===== config.mk =====
export PLATFORM = sky130hd
export DESIGN_NAME = rc_exec_ctrl
export DESIGN_NICKNAME = d
export VERILOG_FILES = /design/src/rtl/rc_exec_ctrl.sv
export SDC_FILE = /design/constraint.sdc
export NUM_CORES = 1
export LEC_CHECK = 0
export CAP_MARGIN = 20
export CORE_ASPECT_RATIO = 0.75
export CORE_MARGIN = 2
export CORE_UTILIZATION = 38
export DETAILED_ROUTE_END_ITERATION = 6
export GPL_TIMING_DRIVEN = 1
export PLACE_DENSITY_LB_ADDON = 0.25
export SYNTH_ARGS = -nofsm -noshare
export SYNTH_HDL_FRONTEND = slang
export SYNTH_SLANG_ARGS = --single-unit

===== constraint.sdc =====
create_clock -name clk_i -period 2.18 [get_ports clk_i]
set_input_delay 0.436 -clock clk_i [delete_from_list [all_inputs] [get_ports clk_i]]
set_output_delay 0.436 -clock clk_i [all_outputs]
set_load 0.005 [all_outputs]

===== src/rtl/rc_exec_ctrl.sv =====
// Per-RC execution controller: walks the instruction pointer, commits ALU results
// and flags, holds the RC for multi-cycle multiplies and signals kernel completion.
module rc_exec_ctrl #(
    parameter int DP_WIDTH          = 32,
    parameter int ALU_N_FLAG        = 2,
    parameter int RCS_NUM_CREG      = 32,
    parameter int RCS_NUM_CREG_LOG2 = 5,
    parameter int MULT_STALL_CYCLES = 1
) (
    input  logic                         clk_i,
    input  logic                         rst_i,
    input  logic                         start_i,
    input  logic                         exec_en_i,
    input  logic                         end_i,
    input  logic [DP_WIDTH-1:0]          alu_res_i,
    input  logic [ALU_N_FLAG-1:0]        flag_i,
    input  logic                         br_req_i,
    input  logic [RCS_NUM_CREG_LOG2-1:0] br_add_i,
    input  logic                         alu_stall_i,
    output logic [RCS_NUM_CREG_LOG2-1:0] pc_o,
    output logic [DP_WIDTH-1:0]          res_o,
    output logic [ALU_N_FLAG-1:0]        flag_o,
    output logic                         res_valid_o,
    output logic                         stall_o,
    output logic                         busy_o,
    output logic                         done_o
);

    localparam int CNT_W = (MULT_STALL_CYCLES > 1) ? $clog2(MULT_STALL_CYCLES) : 1;
    localparam logic [CNT_W-1:0] CNT_LOAD = CNT_W'(MULT_STALL_CYCLES - 1);
    localparam logic [RCS_NUM_CREG_LOG2-1:0] PC_LAST = RCS_NUM_CREG_LOG2'(RCS_NUM_CREG - 1);

    typedef enum logic [1:0] {
        ST_IDLE  = 2'd0,
        ST_EXEC  = 2'd1,
        ST_STALL = 2'd2,
        ST_DONE  = 2'd3
    } state_t;

    state_t                         r_state;
    logic [RCS_NUM_CREG_LOG2-1:0]   r_pc;
    logic [CNT_W-1:0]               r_cnt;
    logic [DP_WIDTH-1:0]            r_res;
    logic [ALU_N_FLAG-1:0]          r_flag;
    logic                           r_res_valid;

    logic                           w_commit;
    logic [RCS_NUM_CREG_LOG2-1:0]   w_pc_inc;

    // A multiply commits only on the last enabled STALL cycle; plain ops commit in EXEC.
    assign w_commit = exec_en_i &&
                      (((r_state == ST_EXEC) && !alu_stall_i) ||
                       ((r_state == ST_STALL) && (r_cnt == '0)));

    assign w_pc_inc = (r_pc == PC_LAST) ? '0 : r_pc + RCS_NUM_CREG_LOG2'(1);

    always_ff @(posedge clk_i or posedge rst_i) begin
        if (rst_i) begin
            r_state     <= ST_IDLE;
            r_pc        <= '0;
            r_cnt       <= '0;
            r_res       <= '0;
            r_flag      <= '0;
            r_res_valid <= 1'b0;
        end else begin
            r_res_valid <= w_commit;
            if (w_commit) begin
                r_res  <= alu_res_i;
                r_flag <= flag_i;
                if (end_i) begin
                    r_state <= ST_DONE;
                    r_pc    <= '0;
                end else begin
                    r_state <= ST_EXEC;
                    r_pc    <= br_req_i ? br_add_i : w_pc_inc;
                end
            end else begin
                case (r_state)
                    ST_IDLE: begin
                        if (start_i) r_state <= ST_EXEC;
                    end
                    ST_EXEC: begin
                        if (exec_en_i && alu_stall_i) begin
                            r_cnt   <= CNT_LOAD;
                            r_state <= ST_STALL;
                        end
                    end
                    ST_STALL: begin
                        if (exec_en_i) r_cnt <= r_cnt - CNT_W'(1);
                    end
                    ST_DONE: begin
                        r_state <= ST_IDLE;
                        r_pc    <= '0;
                    end
                    default: r_state <= ST_IDLE;
                endcase
            end
        end
    end

    assign stall_o     = exec_en_i &&
                         (((r_state == ST_EXEC) && alu_stall_i) ||
                          ((r_state == ST_STALL) && (r_cnt != '0)));
    assign pc_o        = r_pc;
    assign res_o       = r_res;
    assign flag_o      = r_flag;
    assign res_valid_o = r_res_valid;
    assign busy_o      = (r_state == ST_EXEC) || (r_state == ST_STALL);
    assign done_o      = (r_state == ST_DONE);

endmodule


==> results_dict.tcl <==
set metrics [dict create \
    outcome "complete, no violations" \
    power_per_cell_area_nw_per_um2 1298 \
    critPathRequiredTime_ps 1740 \
    die_area_sq_um 5509 \
    grt_max_degree 27 \
    hpwl_um 3023 \
    drc_errors 0 \
    ant_nets 0 \
    cp-end-kind "output pin" \
    yosys.cell_count.top_type "dfrtp_1" \
    wl_met1_um 1925 \
    clk_pin_slew_ps 80 \
    final_area_sq_um 2988 \
    gp_congestion 0.7343 \
    period_share_pct 90.08 \
    wl_um 4070 \
    die_h_um 64.78 \
    yosys-top-cells-count "dfrtp_1, mux2_2, ha_1, inv_1, nor3_1" \
    vias 1371 \
    hold_violations 0 \
    n_antenna_cell 0 \
    path_class "reg -> out" \
    synth_cell_types 26 \
    wl_per_cell_um 13.94 \
    worst_slack_ps 216.3 \
    area_growth_pct 59.63 \
    die_w_um 85.04 \
    crit_buf_inv 2 \
    clock.fmax_mhz 509.2 \
    crit_chain "buf_4 > ha_1 > clkdlybuf4s50_1" \
    drtPass1Iterations 3 \
    cts-root-buf "clkbuf_8" \
    dr_wl_met2_um 1772 \
    syn-cell-area_sq_um 1872 \
    synth_seq_cells 43 \
    grt_use_total_pct 15.39 \
    crit_family "buffers and inverters" \
    drv_slew 0 \
    ys.warnings.count 0 \
    critical_path.max_stage_delay_ps 520 \
    yosys_most_used_dff "dfrtp_1" \
    via_per_inst 4.695 \
    synth_nets 185 \
    synthArstFlopShare_pct 100.0 \
    synth_cells 132 \
    hold_class "in -> async" \
    rsz0062_at_grt "false" \
    tns_ps 0 \
    post-place-ws_ps 61.45 \
    yosysTopAreaCell "dfrtp_1" \
    dr_wl_met3_um 347 \
    antenna_found_initial 0 \
    cap_violations 0 \
    fill_cells 391 \
    period_needed_ps 1964 \
    layout.nets 284 \
    cts_made_buffers 5 \
    skew_ps 8.203 \
    fp.coreArea_sq_um 4817 \
    drtIter0Drc 22 \
    setup_viol 0 \
    yosysTopAreaCellShare_pct 57.49 \
    ir_drop_uv 670.1 \
    maxSlewHeadroom_pct 57.74 \
    rows 22 \
    cp-start-kind "flip-flop" \
    worst_path_max_delay_cell "clkdlybuf4s50_1" \
    port_buffers 88 \
    grt_pass1_vias 1442 \
    clockBufferDepth 2 \
    initial_utilization_pct 38.86 \
    pin_count 89 \
    cts.sinks 43 \
    clk-insertion-delay-late_ps 290 \
    grt_pass1_wl_um 6644 \
    dr.max_layer_used "met4" \
    crit_arrival_ps 1530 \
    seq_area_frac_synth_pct 57.49 \
    layout-drive-gt1-share_pct 22.84 \
    tightest_slew_ps 630.0 \
    crit_fanout 4 \
    place_area_sq_um 2849 \
    synthTopCellsByArea "dfrtp_1, mux2_2, ha_1, buf_6, inv_1" \
    postLayoutCoreUtil_pct 62.03 \
    avgSynthCellArea_sq_um 14.18 \
    tritoncts "built" \
    overflow 0 \
    htree_levels 2 \
    leakagePower_nw 1.305 \
    synth_edf_count 0 \
    hold_slack_ps 450.3 \
]
-- area by class of cell --
class                      instances  area (sq um)  area share [%]
timing repair buffer              97         972.2           32.54
clock inverter                     2         35.03           1.173
multi-input combinational         77         720.7           24.12
clock buffer                       6         82.58           2.764
inverter                           7         26.28          0.8794
tap                               60         75.07           2.513
sequential                        43          1076           36.01
-- worst register-to-register path, cell delays in order, from the launching register on --
cell     delay [ps]
dfrtp_1         400
buf_4           140
ha_1            200
buf_4           150
and2b_4         170
o21ai_4         210
buf_12          200
mux2_2          370
-- routing by layer --
layer	up-vias	global-route usage (%)
li1	664	-
met1	651	20.12
met2	51	23.83
met3	5	6.242
met4	0	4.167
met5	-	0
-- report_power, final --
group,total [mW],internal [mW],switching (mW),leakage [nW]
Combinational,1.86,1.26,0.597,0.724
Sequential,1.38,1.18,0.205,0.520
Clock,0.633,0.371,0.262,0.0612
-- path summary, 6_finish.rpt --
kind | from | to | slack, ps | cells after the start
worst max-delay path | r_state[0] | done_o | 220 | 3
min in group clk_i | res_o[19] | res_o[19] | 510 | 1
worst min-delay path | rst_i | flag_o[0] | 450 | 2
worst min register to register | res_o[19] | res_o[19] | 510 | 1
worst max register to register | r_state[0] | res_o[24] | 240 | 7
max in group asynchronous | rst_i | res_o[7] | 1090 | 3
-- logic make-up (layout without fill, tap and decap cells) --
kind of cell	count (synthesis)	count (layout)	share of synthesized area, %
flip-flops	43	43	57.49
multiplexers	36	36	21.52
adder cells (fa/ha/maj)	7	7	4.679
AND/OR/NAND/NOR	16	16	4.211
XOR/XNOR	2	2	0.9360
AO/OA/AOI/OAI	16	16	7.153
buffers and inverters	12	112	4.011
-- stage by stage --
stage | cells | total power, mW
6_report | 292 | 3.878
5_1_grt | 292 | 4.159
4_1_cts | 292 | 3.938
3_5_place_dp | 281 | 3.244
3_3_place_gp | 281 | 3.207
2_1_floorplan | 132 | 2.209
-- registers in the layout, summed over array words and instances (netlist names) --
register     flops
res_o           32
pc_o             5
flag_o           2
r_state          2
r_cnt            1
res_valid_o      1
-- timing repair --
action                                  CTS  global route
endpoints found under the setup margin    1             0
resized for setup                         1             0
buffers inserted                          3             0
hold buffers                              0             0
hold endpoints to repair                  0             0
-- placed cells by master (no fill, tap or decap), types with 2 or more instances in the layout --
master and instances:
a21boi_0 2, a21oi_1 2, a22o_1 2, a31o_1 3, a32o_1 2, buf_12 2
buf_4 7, clkbuf_8 6, clkdlybuf4s50_1 87, dfrtp_1 43, ha_1 7, inv_1 6
mux2_2 34, mux2i_1 2, nand2_1 4, nor2_1 3, nor3_1 5
Note: power is estimated with default switching activity, not from simulation.
